### src/rtl/sdram_chk_pkg.sv
// Shared definitions for the SDRAM read-data checker: default widths, FSM states
// and the address-to-data pattern also used by the traffic generator.
package sdram_chk_pkg;

    localparam int ADDR_W_DEF = 22;
    localparam int DATA_W_DEF = 16;

    typedef enum logic [1:0] {
        IDLE = 2'd0,
        RUN  = 2'd1,
        DONE = 2'd2
    } state_t;

    // Written and checked data both come from here so they cannot diverge.
    function automatic logic [15:0] sdram_pattern(input logic [ADDR_W_DEF-1:0] addr);
        return addr[15:0] ^ {10'b0, addr[21:16]};
    endfunction

endpackage

### src/rtl/sdram_chk_fifo.sv
// Synchronous FIFO holding outstanding burst start addresses; a pop frees the
// slot in the same cycle, so push+pop is accepted even when full.
module sdram_chk_fifo #(
    parameter int WIDTH = 22,
    parameter int DEPTH = 4
) (
    input  logic             clk,
    input  logic             rst,
    input  logic             i_clr,
    input  logic             i_push,
    input  logic             i_pop,
    input  logic [WIDTH-1:0] i_data,
    output logic [WIDTH-1:0] o_head,
    output logic             o_full,
    output logic             o_empty
);

    localparam int PTR_W = $clog2(DEPTH);

    logic [WIDTH-1:0] r_mem [DEPTH];
    logic [PTR_W:0]   r_wr_ptr;
    logic [PTR_W:0]   r_rd_ptr;
    logic             w_do_push;
    logic             w_do_pop;

    assign o_empty   = (r_wr_ptr == r_rd_ptr);
    assign o_full    = (r_wr_ptr[PTR_W] != r_rd_ptr[PTR_W]) &&
                       (r_wr_ptr[PTR_W-1:0] == r_rd_ptr[PTR_W-1:0]);
    assign w_do_pop  = i_pop && !o_empty;
    assign w_do_push = i_push && (!o_full || w_do_pop);
    assign o_head    = r_mem[r_rd_ptr[PTR_W-1:0]];

    // NOTE: storage is not reset; the pointers alone define which entries are valid.
    always_ff @(posedge clk) begin
        if (w_do_push) r_mem[r_wr_ptr[PTR_W-1:0]] <= i_data;
    end

    // NOTE: state uses non-blocking assignments so every flop samples pre-edge values.
    always_ff @(posedge clk or posedge rst) begin
        if (rst) begin
            r_wr_ptr <= '0;
            r_rd_ptr <= '0;
        end else if (i_clr) begin
            r_wr_ptr <= '0;
            r_rd_ptr <= '0;
        end else begin
            if (w_do_push) r_wr_ptr <= r_wr_ptr + (PTR_W+1)'(1);
            if (w_do_pop)  r_rd_ptr <= r_rd_ptr + (PTR_W+1)'(1);
        end
    end

endmodule

### src/rtl/sdram_rd_check.sv
// SDRAM read-data checker: snoops acknowledged read requests, compares each returned
// beat against the address pattern. Optional `SDRAM_RD_CHECK_INJECT_EN adds an inject port.
module sdram_rd_check
    import sdram_chk_pkg::*;
#(
    parameter int ADDR_W      = ADDR_W_DEF,
    parameter int DATA_W      = DATA_W_DEF,
    parameter int BURST_LEN   = 4,
    parameter int FIFO_DEPTH  = 4,
    parameter int TOTAL_BEATS = 1024
) (
    input  logic              clk,
    input  logic              rst,
    input  logic              start,
    input  logic              rd_req,
    input  logic              rd_ack,
    input  logic [ADDR_W-1:0] raddr,
    input  logic [DATA_W-1:0] rdata,
    input  logic              rdata_vld,
`ifdef SDRAM_RD_CHECK_INJECT_EN
    input  logic              inject,
`endif
    output logic              busy,
    output logic              done,
    output logic              pass,
    output logic [15:0]       err_cnt,
    output logic [ADDR_W-1:0] first_err_addr,
    output logic [DATA_W-1:0] first_err_data
);

    localparam int CNT_W  = $clog2(TOTAL_BEATS + 1);
    localparam int BEAT_W = (BURST_LEN > 1) ? $clog2(BURST_LEN) : 1;

    state_t              r_state;
    state_t              w_state_nxt;
    logic [CNT_W-1:0]    r_chk_cnt;
    logic [BEAT_W-1:0]   r_beat_idx;
    logic [15:0]         r_err_cnt;
    logic [ADDR_W-1:0]   r_first_err_addr;
    logic [DATA_W-1:0]   r_first_err_data;
    logic                r_overflow;
    logic                r_unexpected;

    logic                w_run;
    logic                w_start_run;
    logic                w_push;
    logic                w_beat;
    logic                w_pop;
    logic                w_fifo_full;
    logic                w_fifo_empty;
    logic [ADDR_W-1:0]   w_head;
    logic [ADDR_W-1:0]   w_beat_addr;
    logic [DATA_W-1:0]   w_expect;
    logic                w_mismatch;

    assign w_run       = (r_state == RUN);
    assign w_start_run = start && (r_state != RUN);
    assign w_push      = w_run && rd_req && rd_ack;
    assign w_beat      = w_run && rdata_vld;
    assign w_pop       = w_beat && !w_fifo_empty && (r_beat_idx == BEAT_W'(BURST_LEN - 1));
    assign w_beat_addr = w_fifo_empty ? '0 : w_head + ADDR_W'(r_beat_idx);

`ifdef SDRAM_RD_CHECK_INJECT_EN
    assign w_expect = DATA_W'(sdram_pattern(ADDR_W_DEF'(w_beat_addr))) ^ DATA_W'(inject);
`else
    assign w_expect = DATA_W'(sdram_pattern(ADDR_W_DEF'(w_beat_addr)));
`endif

    // A beat with no outstanding burst is always an error.
    assign w_mismatch = w_beat && (w_fifo_empty || (rdata != w_expect));

    sdram_chk_fifo #(
        .WIDTH (ADDR_W),
        .DEPTH (FIFO_DEPTH)
    ) u_fifo (
        .clk     (clk),
        .rst     (rst),
        .i_clr   (w_start_run),
        .i_push  (w_push),
        .i_pop   (w_pop),
        .i_data  (raddr),
        .o_head  (w_head),
        .o_full  (w_fifo_full),
        .o_empty (w_fifo_empty)
    );

    always_ff @(posedge clk or posedge rst) begin
        if (rst) r_state <= IDLE;
        else     r_state <= w_state_nxt;
    end

    // NOTE: default assignment first keeps this block free of inferred latches.
    always_comb begin
        w_state_nxt = r_state;
        case (r_state)
            IDLE:    if (start) w_state_nxt = RUN;
            RUN:     if (w_beat && (r_chk_cnt == CNT_W'(TOTAL_BEATS - 1))) w_state_nxt = DONE;
            DONE:    if (start) w_state_nxt = RUN;
            default: w_state_nxt = IDLE;
        endcase
    end

    always_ff @(posedge clk or posedge rst) begin
        if (rst) begin
            r_chk_cnt        <= '0;
            r_beat_idx       <= '0;
            r_err_cnt        <= '0;
            r_first_err_addr <= '0;
            r_first_err_data <= '0;
            r_overflow       <= 1'b0;
            r_unexpected     <= 1'b0;
        end else if (w_start_run) begin
            r_chk_cnt        <= '0;
            r_beat_idx       <= '0;
            r_err_cnt        <= '0;
            r_first_err_addr <= '0;
            r_first_err_data <= '0;
            r_overflow       <= 1'b0;
            r_unexpected     <= 1'b0;
        end else if (w_run) begin
            if (w_beat) begin
                r_chk_cnt <= r_chk_cnt + CNT_W'(1);
                if (w_fifo_empty)  r_unexpected <= 1'b1;
                else if (w_pop)    r_beat_idx   <= '0;
                else               r_beat_idx   <= r_beat_idx + BEAT_W'(1);
            end
            if (w_mismatch) begin
                if (r_err_cnt == 16'd0) begin
                    r_first_err_addr <= w_beat_addr;
                    r_first_err_data <= rdata;
                end
                if (r_err_cnt != 16'hFFFF) r_err_cnt <= r_err_cnt + 16'd1;
            end
            if (w_push && w_fifo_full && !w_pop) r_overflow <= 1'b1;
        end
    end

    assign busy           = (r_state == RUN);
    assign done           = (r_state == DONE);
    assign pass           = done && (r_err_cnt == 16'd0) && !r_overflow && !r_unexpected;
    assign err_cnt        = r_err_cnt;
    assign first_err_addr = r_first_err_addr;
    assign first_err_data = r_first_err_data;

endmodule

### config.mk
export PLATFORM = sky130hd
export DESIGN_NAME = sdram_rd_check
export DESIGN_NICKNAME = d
export VERILOG_FILES = /design/src/rtl/sdram_chk_pkg.sv /design/src/rtl/sdram_chk_fifo.sv /design/src/rtl/sdram_rd_check.sv
export SDC_FILE = /design/constraint.sdc
export NUM_CORES = 1
export LEC_CHECK = 0
export ABC_AREA = 0
export CORE_MARGIN = 8
export CORE_UTILIZATION = 37
export CTS_CLUSTER_DIAMETER = 120
export DETAILED_ROUTE_END_ITERATION = 12
export GPL_ROUTABILITY_DRIVEN = 0
export PLACE_DENSITY = 0.59
export SLEW_MARGIN = 0
export SYNTH_ARGS = -nofsm -noshare
export SYNTH_HDL_FRONTEND = slang
export SYNTH_SLANG_ARGS = --single-unit
### constraint.sdc
create_clock -name clk -period 4.2 [get_ports clk]
set_input_delay 0.42 -clock clk [delete_from_list [all_inputs] [get_ports clk]]
set_output_delay 0.42 -clock clk [all_outputs]
set_load 0.05 [all_outputs]
### Yosys cells after proc, flatten, opt, wreduce, memory -nomap -nowiden

Memory sizes are Yosys's and may differ from the RTL's.
Cells that the tools add are included.
W data, S select, Z words.

* register bits: 77
* bits in read-only memories: 0
* output and inout port bits: 57
* RAM bits: 88
* memories: 1
* latch bits: 0
* bits of input ports: 44
* logic and storage cells: 110

* multiplexer cells: 37
* eq/ne operators: 13
* order comparisons: 0
* reduce and logical (&&, ||, !) cells: 42
* add/subtract/negate cells: 6
* bitwise operators: 1
* divide/modulo/power cells: 0
* multipliers: 0
* shifts and indexed selects: 0

Memories
* u_fifo.r_mem: depth 4, width 22, read ports 1, clocked after memory_dff 0, write ports 1, RTL line sdram_chk_fifo.sv:20 `logic [WIDTH-1:0] r_mem [DEPTH];`

Operators with widths (number)
* $mux W16: 8
* $mux W22: 5
* $mux W11: 3
* $add A22 B2 Y22: 1
* $reduce_bool A2 Y1: 9
* $add A16 B1 Y16 const B: 1
* $logic_and A1 B1 Y1: 16
* $logic_not A16 Y1: 1
* $ne A16 B16 Y1: 1
* $ne A16 B16 Y1 const B: 1
* $xor A16 B6 Y16: 1
* $mux W2: 7
* $mux W3: 4
* $reduce_and A3 Y1: 4
* $add A11 B1 Y11 const B: 1
* $eq A11 B10 Y1 const B: 1
* $mux W1: 9
* $ne A2 B1 Y1 const B: 4
* $add A3 B1 Y3 const B: 2
* $reduce_and A2 Y1: 3
* $logic_not A1 Y1: 5
* $eq A2 B2 Y1 const B: 2
* $pmux W2 S2: 1
* $eq A3 B3 Y1: 1
* other kinds (7): 8

### Depth between registers and ports, before layout

An unclocked memory read counts as a cell.

* depth after elaboration: 10
* gate-level depth with buffers: 18
* depth with buffers taken out: 13

### Modules after synthesis

From an unflattened synthesis, not the netlist that was laid out.

* cells, all modules: 675
* area total of the unflattened synthesis: 8237.9 µm²

By module, submodules not included
* sdram_rd_check: sequential area each 1776.7 µm², cells an instance 506, instances 1, area each 4550.6 µm²
* sdram_chk_fifo: sequential area each 2792.7 µm², cells an instance 169, instances 1, area each 3687.3 µm²

### Worst setup path before layout

Ideal clock, no wire load.

* kind: register to register
* start point: register u_fifo.r_rd_ptr[0]
* end point: register r_first_err_addr[0] (netlist: first_err_addr[0])
* library setup time: 0.125 ns
* arrival time: 4.457 ns
* period minus slack after synthesis: 4.582 ns
* cell stages (with the launch flop): 18
* slack: -0.382 ns
* buffers on the path: 5
* required time: 4.075 ns
* path through: dfrtp_1 buf_6 buf_12 buf_6 mux4_2 ha_1 a21o_1 nand4_1 nor4_1 xor2_1 or4b_1 o221ai_1 nand4b_1 nor4_4 o21bai_4 buf_12 buf_12 mux2_4

* cells in the longest elaborated chain, start to end: 9
* elaborated cells on any way between the ends: 14
* classes of those cells: add/sub: 1; eq/ne: 2; mux: 5; bitwise: 1; reduce/logical: 4; memory: 1

RTL lines
* start: declaration: RTL line sdram_chk_fifo.sv:22 `logic [PTR_W:0] r_rd_ptr;`
* start signal: assignment: RTL line sdram_chk_fifo.sv:48 `if (w_do_pop) r_rd_ptr <= r_rd_ptr + (PTR_W+1)'(1);`
* $mem_v2 Z4 W22
* $add A22 B2 Y22: RTL line sdram_rd_check.sv:61 `assign w_beat_addr = w_fifo_empty ? '0 : w_head + ADDR_W'(r_beat_idx);`
* $mux W22: RTL line sdram_rd_check.sv:61
* $xor A16 B6 Y16: RTL line sdram_chk_pkg.sv:16 `return addr[15:0] ^ {10'b0, addr[21:16]};`
* $ne A16 B16 Y1: RTL line sdram_rd_check.sv:70 `assign w_mismatch = w_beat && (w_fifo_empty || (rdata != w_expect));`
* $logic_or A1 B1 Y1: RTL line sdram_rd_check.sv:70
* $logic_and A1 B1 Y1: RTL line sdram_rd_check.sv:70
* $reduce_bool A2 Y1 (no line)
* $reduce_and A3 Y1 (no line)
* end signal: assignment: RTL line sdram_rd_check.sv:129 `r_first_err_addr <= w_beat_addr;`
* end: declaration: RTL line sdram_rd_check.sv:39 `logic [ADDR_W-1:0] r_first_err_addr;`

Several ways; a longest one is shown, not always the timed one. The select of a mux whose other input is x is not followed.
A chain may end at the register's enable or synchronous reset.

### Worst setup path in the final report

* start point: register u_fifo.r_rd_ptr[0]
* end point: register r_first_err_addr[20] (netlist: first_err_addr[20])

The elaborated chain is that of the path after synthesis.

==> reports/results.tsv <==
metric	value	unit
drive_gt1_share	20.45	%
maxSlewViolCount	0	
syn_to_final_growth	30.49	%
finalSetupViolations	0	
hp-class	input pin to async pin	
yosysTopAreaCell	edfxtp_1	
grt_pass1_vias	5941	
ant_nets	0	
core-area	21890	sq um
grt_pass1_wl	31.87	mm
drc	0	
place_ws	-84.94	ps
fmax	0.2441	GHz
htree_num_levels	4	
synth_warnings	0	
final_cell_mix	clkdlybuf4s50_1, edfxtp_1, dfrtp_1	
vias_per_cell	5.279	
critPathArrivalTime	4410	ps
postCtsHoldBufs	0	
rsz0062_at_grt	yes	
insertion_delay	430	ps
synthTopCellsByArea	edfxtp_1, dfrtp_1, mux4_2	
clkTransAtPathRegs	70	ps
synth-edff-count	88	
track_usage	15.07	%
dp_cells	1045	
antenna_found_initial	1	
cts_root_buffer	clkbuf_16	
worst_pin_slew	1166	ps
cp_data_required_time	4510	ps
start_kind	flip-flop	
diodes	0	
syn_avg_cell_area	12.80	sq um
io_pins	101	
synth_seq_cells	165	
ys_seq_area_share	55.32	%
worst_slack	103.9	ps
final_util	49.23	%
cts_buffer_depth	2	
io_buffers	100	
clock-sinks	165	
die-width	165.4	um
numCtsBuffers	17	
cap_viol_max_count	0	
total_power	8144	uW
drtIter0Drc	391	
power_density	755.7	nW/um^2
num-nets-final	850	
drt_pass1_iterations	5	
endpoint_kind	flip-flop	
fin_skew	11.20	ps
drt-wirelength-per-cell	18.87	um
synthCells	645	
synthFlopType	edfxtp_1	
synth_cell_types	69	
rows	54	
slew_headroom	22.29	%
crit_type	flip-flop to flip-flop	
grt_max_degree	48	
fp.dieArea	27360	sq um
fin_crit	4096	ps
hold_ws	395.7	ps
hold_viol_final	0	
period_share	97.53	%
tritoncts	yes	
netlist_area	8259	sq um
dp_hpwl	14.88	mm
route.vias.total	5738	
status	complete, no violations	
ir_worst_vdd	0.3863	mV
overflow	0	
synth_top_area_share	32.00	%
async_reset_ff_share	46.67	%
synth_fp_nets	701	
instances_no_fill	1087	
wl	20.52	mm
die_h	165.4	um
start_util	37.73	%
power.leakage	0.004316	uW
layout_commonest_cell	clkdlybuf4s50_1	
path_max_fanout	10	
## stage by stage
stage / instance area [sq um] / setup TNS, ps
after global routing: 10780 / -689.1
after floorplan: 8302 / -7910
after CTS: 10480 / -37.60
final: 10780 / 0
after global placement: 9824 / 0
after detailed placement: 9824 / -1426
## power by group
group,switching [uW],total (uW),internal (uW),leakage (uW)
clock network,719,1640,917,0.000310
logic,2380,4160,1770,0.00226
registers,265,2350,2090,0.00175
total,3370,8140,4780,0.00432
## cell families after synthesis
logic type | synth area share, %
simple gates | 15.04
flops | 55.32
compound gates | 6.272
mux | 11.92
xor+xnor | 6.241
buf+inv | 3.287
fa+ha+maj | 1.909
## critical path, cell delays in order, from the launching register on
cell       delay (ps)
dfrtp_2           420
mux4_2            550
ha_4              190
fa_2              400
nand2_2           120
o22a_1            220
buf_4             140
nor2_1             60
nand2_1           120
xnor2_1           120
or3_1             400
o211a_4           170
nor4_4            300
o21bai_4          250
clkbuf_16         240
mux2_4            300
## state kept, by name, summed over array words and instances, names as in the netlist, 2 cells and up
name	flops
r_state	2
first_err_data	16
r_beat_idx	2
err_cnt	16
u_fifo.r_mem	88
u_fifo.r_wr_ptr	3
first_err_addr	22
r_chk_cnt	11
u_fifo.r_rd_ptr	3
## final timing paths
kind | startpoint | to | slack, ps | depth (start not counted)
worst min-delay path | rst | first_err_data[0]$_DFFE_PP0P_ | 400 | 2
worst min register to register | r_state[0]$_DFFE_PP0P_ | r_state[0]$_DFFE_PP0P_ | 500 | 1
worst max-delay path | u_fifo.r_rd_ptr[0]$_DFFE_PP0P_ | first_err_addr[20]$_DFFE_PP0P_ | 100 | 15
worst max register to register | u_fifo.r_rd_ptr[0]$_DFFE_PP0P_ | first_err_addr[20]$_DFFE_PP0P_ | 100 | 15
min in group clk | r_state[0]$_DFFE_PP0P_ | r_state[0]$_DFFE_PP0P_ | 500 | 1
max in group asynchronous | rst | u_fifo.r_rd_ptr[0]$_DFFE_PP0P_ | 2730 | 3
## cells in the mapped netlist, types with 18 or more instances
cell type and n:
edfxtp_1 88, dfrtp_1 77, nor2_1 55, nand2_1 52, xnor2_1 30, inv_1 26
mux4_2 22, nand3_1 21, mux2i_1 20, mux2_2 19, o21ai_0 19, a21oi_1 18
## routing by layer
| metal | part of all wire (%) | GRT usage (%) | routed length [um] | vias to the layer above |
|---|---|---|---|---|
| met1 | 44 | 19.06 | 9060 | 2847 |
| li1 | - | - | - | 2702 |
| met4 | 2.0 | 5.073 | 418 | 2 |
| met2 | 48 | 24.82 | 9880 | 152 |
| met5 | 0.063 | 0 | 13 | - |
| met3 | 5.6 | 3.793 | 1143 | 35 |
## cell type report
type	count	area [sq um]
well taps	280	350.3
flip-flops and latches	165	4571
clock inverters	15	214.0
fillers	1912	11110
repair buffers	153	1490
multi-input cells	431	3630
clock buffers	17	425.4
inverters	26	97.59
## timing repair
item / in CTS / in global routing
buffers inserted: 0 / 8
gates cloned: 0 / 2
pin swaps: 1 / 4
gates resized for setup: 3 / 38
setup endpoints to repair: 28 / 52
No activity file was read; power rests on OpenSTA's default activity.
